**src/rtl/or16_result_fifo.sv**
```systemverilog
// First-word-fall-through result buffer behind the 16-bit OR unit; stores a zero flag per entry.
// Optional per-entry parity and out_parity port under OR16_PARITY_EN.
module or16_result_fifo #(
  parameter int unsigned WIDTH = 16,
  parameter int unsigned DEPTH = 4,
  parameter int unsigned AW    = 2
) (
  input  logic             clk,
  input  logic             rst,
  input  logic             in_valid,
  output logic             in_ready,
  input  logic [WIDTH-1:0] in_data,
  output logic             out_valid,
  input  logic             out_ready,
  output logic [WIDTH-1:0] out_data,
  output logic             out_zero,
`ifdef OR16_PARITY_EN
  output logic             out_parity,
`endif
  output logic [AW:0]      count
);

`ifdef OR16_PARITY_EN
  localparam int unsigned EW = WIDTH + 2;
`else
  localparam int unsigned EW = WIDTH + 1;
`endif

  logic [EW-1:0] mem [DEPTH];
  logic [AW-1:0] wr_ptr;
  logic [AW-1:0] rd_ptr;
  logic [EW-1:0] wr_entry;
  logic [EW-1:0] head;
  logic          push;
  logic          pop;

  // Handshake flags derive from count alone, so they never depend on in_valid/out_ready.
  assign in_ready  = (count != (AW+1)'(DEPTH));
  assign out_valid = (count != '0);
  assign push      = in_valid & in_ready & ~rst;
  assign pop       = out_valid & out_ready & ~rst;

`ifdef OR16_PARITY_EN
  assign wr_entry = {^in_data, (in_data == '0), in_data};
`else
  assign wr_entry = {(in_data == '0), in_data};
`endif

  // Storage is intentionally not reset; pointers and count define validity.
  always_ff @(posedge clk) begin
    if (push) begin
      mem[wr_ptr] <= wr_entry;
    end
  end

  // Pointers and occupancy.
  always_ff @(posedge clk) begin
    if (rst) begin
      wr_ptr <= '0;
      rd_ptr <= '0;
      count  <= '0;
    end else begin
      if (push) wr_ptr <= wr_ptr + AW'(1);
      if (pop)  rd_ptr <= rd_ptr + AW'(1);
      if (push && !pop)      count <= count + (AW+1)'(1);
      else if (pop && !push) count <= count - (AW+1)'(1);
    end
  end

  assign head = mem[rd_ptr];

  // Head outputs are forced to zero while empty.
  always_comb begin
    out_data = '0;
    out_zero = 1'b0;
    if (out_valid) begin
      out_data = head[WIDTH-1:0];
      out_zero = head[WIDTH];
    end
  end

`ifdef OR16_PARITY_EN
  assign out_parity = out_valid ? head[WIDTH+1] : 1'b0;
`endif

endmodule

```
**config.mk**
```make
export PLATFORM = sky130hd
export DESIGN_NAME = or16_result_fifo
export DESIGN_NICKNAME = d
export VERILOG_FILES = /design/src/rtl/or16_result_fifo.sv
export SDC_FILE = /design/constraint.sdc
export NUM_CORES = 1
export LEC_CHECK = 0
export BUFFER_PORTS_ARGS = -buffer_cell sky130_fd_sc_hd__clkbuf_2
export CAP_MARGIN = 20
export CELL_PAD_IN_SITES_DETAIL_PLACEMENT = 0
export CELL_PAD_IN_SITES_GLOBAL_PLACEMENT = 1
export CORE_MARGIN = 2
export CORE_UTILIZATION = 40
export DETAILED_ROUTE_END_ITERATION = 8
export PLACE_DENSITY = 0.75
export SLEW_MARGIN = 20
export SYNTH_ARGS = -nofsm -noshare
export SYNTH_HDL_FRONTEND = slang
export SYNTH_SLANG_ARGS = --single-unit
```
**constraint.sdc**
```tcl
create_clock -name clk -period 4.16 [get_ports clk]
set_clock_uncertainty 0.1 [all_clocks]
set_input_delay 0.416 -clock clk [delete_from_list [all_inputs] [get_ports clk]]
set_output_delay 0.416 -clock clk [all_outputs]
set_load 0.05 [all_outputs]
```
[After elaboration in Yosys (flattened, before gate mapping)]
Memory sizes are Yosys's and may differ from the RTL's. A register that Yosys moved wholly into a read port is not among the register bits.
Cells that the tools add are included.
Word-level totals
  output and inout port bits: 22
  input bits: 20
  register bits: 7
  memories kept: 1
  word-level logic and storage cells: 29
  RAM bits: 68
Memories
  mem: words 4, bits a word 17, read ports 1, clocked after Yosys merged registers in 1, write ports 1, line 29  | logic [EW-1:0] mem [DEPTH];
Cells by class
  equal/unequal tests: 1
  add/sub/neg operators: 4
  reductions and logical operators: 7
  bitwise operators: 5
  mux-type cells: 8
Operators with widths (count)
  $logic_not 16->1: 1
  $mux 16: 1
  $mux 3: 2
  $add 2x1->2 const B: 2
  $and 1x1->1: 4
  $mux 2: 2
  $add 3x1->3 const B: 1
  $mux 1: 3
  $ne 3x3->1 const B: 1
  $reduce_bool 3->1: 1
  $sub 3x1->3 const B: 1
  $logic_and 1x1->1: 2
  $logic_not 1->1: 2
  $reduce_bool 2->1: 1
  $not 1->1: 1

[Logic depth before layout (Yosys ltp)]
Gate-level depths: netlist of run 1.
  depth in word-level cells: 7
  depth in mapped cells: 8
  mapped depth without buffers: 8

[Least setup slack after synthesis of run 1]
Ideal clock, no wire load.
  kind: reg2reg
  start point: reg count[0]
  end point: reg count[2]
  path buffers: 0
  clock period less this slack: 2659 ps
  data required time: 3990 ps
  stages on the path, launching flop included: 9
  arrival: 2489 ps
  slack: 1501 ps
  setup time: 70 ps
  cell sequence: dfxtp_1 > nor2_1 > a211oi_1 > ha_1 > inv_1 > fa_1 > xor2_1 > or3_1 > a21oi_1
On the way
  cells in the longest elaborated chain, start to end: 6
  elaborated cells on any way between the ends: 15
  those cells by class: add/sub: 2; eq/ne: 1; mux: 2; bitwise: 4; reduce/logical: 6
Ends and longest elaborated chain
  start, declared: line 20  | output logic [AW:0] count
  start signal, assigned: line 65  | if (push && !pop) count <= count + (AW+1)'(1);
  start signal, assigned: line 66  | else if (pop && !push) count <= count - (AW+1)'(1);
  $ne 3x3->1 *: line 38  | assign in_ready = (count != (AW+1)'(DEPTH));
  $and 1x1->1 * (2 in series): line 40  | assign push = in_valid & in_ready & ~rst;
  net push: line 34  | logic push;
  $logic_not 1->1: line 66
  $logic_and 1x1->1: line 66
  $reduce_bool 2->1 (no source line)
Mark *: on every way through the listed nets, which the timed path passes. The rest lies on a longest branch. The select of a mux whose other input is x is not followed.
A chain may end at the register's enable or synchronous reset.

==> results by group, run 1 <==
Synthesis
  • Ys flop type: edfxtp_1
  • Seq cells post-synth: 77
  • Mux cell area share after synthesis: 0.1401
  • Largest family of logic cells by synthesized area: multiplexers
  • Syn nets: 192
  • Mapped Area: 0.003143 mm²
  • XOR/XNOR Fraction of Synth Area: 0.008360
  • Post-Synthesis Cells: ~170
  • Avg Cell Area, Syn: 18.93 µm²
  • Area share of fa/ha/maj cells after synthesis: 0.02627
  • Post-synth ARST share: 0
  • Largest area contributor in the netlist: edfxtp_1
  • Commonest cells in the netlist: edfxtp_1 (68), nor2b_1 (14), mux4_2 (10), dfxtp_1 (9)
  • Post-synth cell types: 29
  • Area share of the largest cell type after synthesis: 0.6497
  • EDFF count, synth: 68
  • Post-Synth Simple-Gate Area: 0.08201
  • Synth Area in Compound Gates: 0.01274
  • Sequential element share of the synthesized area: 0.7070
  • Top cells by area, synth: edfxtp_1 (65%), mux4_2 (7.2%), mux4_1 (5.9%)
  • Ys Warns: 0
  • Most common cell in the synthesized netlist: edfxtp_1

CTS
  • Clock root buffer master: clkbuf_8
  • # H-tree levels: 3
  • Clock sink count: 77
  • Clock-pin slew on the worst setup and hold paths: 0.08 ns
  • CTS tree: built
  • Inserted Clock Buffers: 9
  • Setup bufs post-CTS: 0
  • CTS max path bufs: 2
  • Hold_buf cts: 0
  • Post-cts sizing count: 0
  • Clock latency on the worst-skew pair: 0.34 ns

Floorplanning
  • Die width: 92.64 µm
  • Full die area: 0.008582 mm²
  • Core area: approximately 0.0077 mm²
  • Site row count: 32
  • Initial core utilization: 0.4089
  • Overall die height: 92.64 µm
  • I/O pins: 42

Placed design
  • Final GP Congestion: 0.6864
  • # port buffers: 41
  • Dpl cells: approximately 300
  • Final HPWL DP: 3.191 mm
  • Post-Place Setup Slack: 1.518 ns

STA
  • Final period utilization: 0.6222
  • Endpoints failing setup: 0
  • Fmax: 386.3 MHz
  • Fin. max-slew vios: 0
  • RSZ-0062 raised after global routing: no
  • Period minus WS final: 2.588 ns
  • Worst-Margin Slew: 0.8984 ns
  • Relative slew slack: 0.4011
  • Setup tns final: 0 ns
  • Fin. Hold Viols: 0
  • Final WS setup: 1.572 ns

Layout
  • Share of cells above drive strength 1: 0.3410
  • Non-Filler Instances: 319
  • Fill count: between 600 and 700
  • Total Nets Final: 238
  • Area Growth Syn to Fin: 15.57%
  • Finished Core Util: 0.4725
  • # diodes: 0

Critical path
  • Critical R2R Capture: count[2]$_SDFFE_PP0P_
  • Element type at the critical path end: primary output
  • CP Max Fanout: 17
  • CP endpoint: out_data[15]
  • Worst reg2reg setup slack: 1.59 ns
  • Startpoint types: flop
  • R2r worst-path depth: 8
  • Critical path class: flop to primary output
  • R2r startpoint: count[0]$_SDFFE_PP0P_
  • Worst EP required: 3.64 ns
  • Worst Path Arrival: 2.07 ns

Power
  • Leak: 1.270 nW
  • Seq pwr share: 0.403
  • Clk pwr share: 0.223
  • Worst VDD drop: 0.2479 mV
  • Combinational power share: 0.374
  • Pwr Density: between 600 and 700 mW/mm²
  • Int Pwr: 0.001476 W
  • Sw Ratio: 0.4013
  • Switch Pwr: around 0.00099 W

Drt
  • WL/cell: 15.76 µm
  • Post-DRT Antenna Nets: 0
  • Vias: 1,520
  • DR DRC count: 0
  • Final WL: around 5.0 mm
  • 1st-iter DRT viols: 69
  • Initial DRT Pass Iterations: 4
  • Vias per cell: 4.765

Worst hold path
  • Worst hold path type: input port to flop

Global routing
  • Largest net degree at the start of global routing: 21
  • Initial antenna violation count: 0
  • GRT Resource Usage Total: 0.1263
  • Vias in the first global route: between 1,500 and 2,000
  • GRT Residual Overflow: 0
  • First-pass GRT wire length: between 7 and 8 mm

Run status
  • Status: finished clean

Flow run
  • Max-Cap Viols: 0
==> power groups by stage <==
stage	Sequential [W]	Clock, W	Combinational (W)
final	0.000993	0.000549	0.000923
after global placement	0.00101	0	0.000930
after CTS	0.000996	0.000563	0.000936
after detailed placement	0.00101	0	0.000934
after floorplan	0.000993	0	0.000773
after global routing	0.00101	0.000600	0.000979
==> per-stage QoR <==
| step | instance area [µm²] | hold slack [ns] | total power (W) |
|---|---|---|---|
| 3_3_place_gp | 3433 | 0.3772 | 0.001940 |
| 6_report | 3632 | 0.1961 | 0.002465 |
| 5_1_grt | 3632 | 0.1931 | 0.002588 |
| 3_5_place_dp | 3433 | 0.3920 | 0.001948 |
| 2_1_floorplan | 3143 | 0.3591 | 0.001766 |
| 4_1_cts | 3631 | 0.1833 | 0.002495 |
==> state kept, by name, summed over array words and instances, names as in the netlist, named ones only <==
| register | flops |
|---|---|
| rd_ptr | 2 |
| mem | 68 |
| count | 3 |
| wr_ptr | 2 |
==> cell type report <==
class                           instances  area, µm²  area share
Timing Repair Buffer                   42      212.7     0.05856
Multi-Input combinational cell         77      852.1      0.2346
Clock inverter                          7      73.82     0.02032
Sequential cell                        77       2223      0.6121
Tap cell                              102      127.6     0.03514
Inverter                                5      18.77    0.005167
Clock buffer                            9      123.9     0.03410
==> logic make-up after synthesis <==
logic type	Yosys count
multiplexers	20
adder cells (fa/ha/maj)	6
buffers and inverters	12
XOR/XNOR	3
flip-flops	77
AND/OR/NAND/NOR	41
AO/OA/AOI/OAI	7
==> per-layer routing <==
| layer | vias up | wire, µm | track usage |
|---|---|---|---|
| met3 | 9 | 142 | 0.01953 |
| met1 | 741 | 2091 | 0.1398 |
| li1 | 740 | - | - |
| met5 | - | 0 | 0 |
| met2 | 30 | 2680 | 0.2257 |
| met4 | 0 | 113 | 0.08088 |
==> worst min-delay path by stage <==
stage | slack (ns) | endpoint | startpoint | cells after the start
floorplan | 0.36 | flop | rd_ptr[1]$_SDFFE_PP0P_ | 2
global placement | 0.38 | rd_ptr[1]$_SDFFE_PP0P_ | rd_ptr[1]$_SDFFE_PP0P_ | 2
detailed placement | 0.39 | flop | rd_ptr[1]$_SDFFE_PP0P_ | 2
CTS | 0.18 | mem[3][11]$_DFFE_PP_ | in_data[11] | 1
global route | 0.19 | mem[3][11]$_DFFE_PP_ | in_data[11] | 1
finish | 0.20 | mem[1][11]$_DFFE_PP_ | in_data[11] | 1
==> cell usage in the layout (no fill, tap or decap), types with 2 or more instances in the layout <==
cell,synthesis,routed
edfxtp_1,68,68
a21oi_1,3,3
o21ai_0,2,2
clkinvlp_4,0,3
nor4_1,4,4
clkbuf_2,0,41
ha_1,5,5
nand2_1,2,2
xor2_1,3,3
inv_1,5,5
nor2_1,7,7
nor2b_4,3,3
and2_1,4,4
dfxtp_1,9,8
mux4_1,7,7
clkbuf_8,0,9
mux4_2,10,10
nand2b_1,2,2
nor2b_1,14,14
mux2i_1,2,2
or3_1,2,2
==> worst max-delay path, cell delays in order, from the launching register on <==
cell and delay, ns:
dfxtp_2 0.70, mux4_1 0.63, nor2b_1 0.15, clkbuf_2 0.24
No activity file was read; power rests on OpenSTA's default activity.
==> run 2: changes to the inputs <==
==> constraint.sdc (replaced) <==
create_clock -name clk -period 2.5 [get_ports clk]
set_clock_uncertainty 0.1 [all_clocks]
set_input_delay 0.25 -clock clk [delete_from_list [all_inputs] [get_ports clk]]
set_output_delay 0.25 -clock clk [all_outputs]
set_load 0.05 [all_outputs]
==> results by group, run 2 (synthesis results as in run 1) <==
Run status
  • Status: finished clean

Placed design
  • Final HPWL DP: 3.357 mm (+5.2%)
  • Final GP Congestion: 0.6632 (-3.4%)
  • # port buffers: 41 (unchanged)
  • Post-DP Area: 0.003513 mm² (+2.3%)
  • Dpl cells: 310 (+2.3%)

Power
  • Worst VDD drop: 0.4148 mV (+67%)
  • Leak: 1.323 nW (+4.2%)
  • Pwr Density: 1131 mW/mm² (+67%)

Layout
  • Post-route design area: 0.003720 mm² (+2.4%)
  • Biggest registers after layout: mem x68, count x3
  • Area Growth Syn to Fin: 18.35%
  • Flip-flop count of the largest register after layout: 68 (unchanged)
  • Commonest non-fill, non-tap cell in the layout: edfxtp_1
  • Largest Register: mem
  • Total Nets Final: 245 (+2.9%)
  • # diodes: 0 (unchanged)
  • Most frequent cells in the layout: edfxtp_1 (68), clkbuf_2 (41), nor2b_1 (14)
  • Non-Filler Instances: 326 (+2.2%)
  • Finished Core Util: 0.4839 (+0.01139)
  • Share of cells above drive strength 1: 0.3527 (+0.01166)

CTS
  • Setup bufs post-CTS: 0 (unchanged)
  • Clock root buffer master: clkbuf_8
  • Hold_buf cts: 0 (unchanged)
  • Post-cts sizing count: 0 (unchanged)
  • Clock sink count: 77 (unchanged)
  • # H-tree levels: 3 (unchanged)
  • Inserted Clock Buffers: 9 (unchanged)
  • CTS max path bufs: 2 (unchanged)
  • Clock latency on the worst-skew pair: 0.33 ns (about the same)
  • CTS tree: built
  • Clock-pin slew on the worst setup and hold paths: 0.07 ns (about the same)

Drt
  • Initial DRT Pass Iterations: 4 (unchanged)
  • WL/cell: 15.79 µm (+0.19%)
  • Vias: 1,551 (+2.0%)
  • Vias per cell: 4.758 (-0.15%)
  • 1st-iter DRT viols: 56 (-19%)
  • Final WL: 5.148 mm (+2.4%)
  • DR DRC count: 0 (unchanged)
  • Post-DRT Antenna Nets: 0 (unchanged)

Flow run
  • Max-Cap Viols: 0 (unchanged)

Floorplanning
  • Initial core utilization: 0.4089 (unchanged)
  • Site row count: 32 (unchanged)
  • I/O pins: 42 (unchanged)
  • Overall die height: 92.64 µm (unchanged)
  • Full die area: 0.008582 mm² (unchanged)
  • Die width: 92.64 µm (unchanged)
  • Core area: 0.007687 mm² (unchanged)

Global routing
  • Largest net degree at the start of global routing: 21 (unchanged)
  • First-pass GRT wire length: 7.990 mm (+3.3%)
  • GRT Resource Usage Total: 0.1292 (+0.002925)
  • GRT Residual Overflow: 0 (unchanged)
  • Initial antenna violation count: 0 (unchanged)
  • Vias in the first global route: 1,548 (-0.83%)

STA
  • Hold Worst Slack: 0.05230 ns (-0.1438 ns)
  • Worst-Margin Slew: 0.3427 ns (-0.5556 ns)
  • Fmax: 437.9 MHz
  • Endpoints failing setup: 0 (unchanged)
  • Fin. max-slew vios: 0 (unchanged)
  • Setup tns final: 0 ns (unchanged)
  • RSZ-0062 raised after global routing: no
  • Fin. Hold Viols: 0 (unchanged)
  • Final period utilization: 0.9135
  • Relative slew slack: 0.7715 (+0.3704)
  • Period minus WS final: 2.284 ns

Worst hold path
  • Worst hold stages: 1 (unchanged)
  • Hold Path End: mem[3][10]$_DFFE_PP_
  • Hold path start: in_data[10]
  • Worst hold path type: input port to flop

Critical path
  • Worst reg2reg setup slack: 0.22 ns (-1.37 ns)
  • Worst Path Arrival: 2.45 ns (+0.38 ns)
  • Element type at the critical path end: flop
  • Critical path class: flop to flop
  • R2r startpoint: count[0]$_SDFFE_PP0P_
  • Startpoint types: flop
  • Critical R2R Capture: count[2]$_SDFFE_PP0P_
  • R2r worst-path depth: 8 (unchanged)
  • CP Max Fanout: 6 (-11)
  • Worst EP required: 2.67 ns (-0.97 ns)
==> run 2: cell count changes in the layout (fill, tap and decap cells not counted), moves of 2 or more <==
cell	change
buf_12	+2
buf_4	+5
clkbuf_1	+2
clkinvlp_4	-2
==> run 2: how the worst max path moves through the flow <==
| stage | from | to | slack, ns |
|---|---|---|---|
| finish | count[0]$_SDFFE_PP0P_ | count[2]$_SDFFE_PP0P_ | 0.22 |
| detailed placement | count[2]$_SDFFE_PP0P_ | count[2]$_SDFFE_PP0P_ | 0.25 |
| floorplan | count[0]$_SDFFE_PP0P_ | count[2]$_SDFFE_PP0P_ | 0.08 |
| global route | count[2]$_SDFFE_PP0P_ | count[2]$_SDFFE_PP0P_ | 0.03 |
| CTS | count[0]$_SDFFE_PP0P_ | count[2]$_SDFFE_PP0P_ | 0.23 |
| global placement | count[2]$_SDFFE_PP0P_ | count[2]$_SDFFE_PP0P_ | 0.29 |
==> run 2: per-stage QoR <==
stage                     setup WS [ns]  power [W]
after CTS                        0.2258   0.004266
after global placement           0.2913   0.003289
final                            0.2164   0.004208
after global routing            0.03150   0.004400
after detailed placement         0.2518   0.003291
after floorplan                 0.07817   0.002942
==> run 2: cell type report <==
class                      count  area [µm²]
sequential                    77        2225
fill                         660        3968
clock buffer                  11       131.4
multi-input combinational     77       852.1
inverter                       5       18.77
tap                          102       127.6
timing repair buffer          49       290.3
clock inverter                 5       75.07
==> run 2: power breakdown <==
group / internal [W] / leakage (nW) / switching (W)
logic: 0.000527 / 0.534 / 0.00113
clock network: 0.000556 / 0.0986 / 0.000413
registers: 0.00151 / 0.690 / 0.0000718
total: 0.00260 / 1.32 / 0.00161
==> run 2: routing by layer <==
metal	vias to the layer above	global-route usage	wire length, µm
li1	752	-	-
met2	32	0.2129	2749
met4	0	0.06618	80
met3	6	0.02522	158
met5	-	0	0
met1	761	0.1635	2160
==> run 2: worst max-delay path, stage by stage (launching register included) <==
cell and delay, ns:
dfxtp_2 0.41, nor2_1 0.09, a211oi_1 0.35, ha_1 0.24
inv_1 0.06, fa_1 0.37, xor2_1 0.16, or3_1 0.31
a21oi_1 0.14
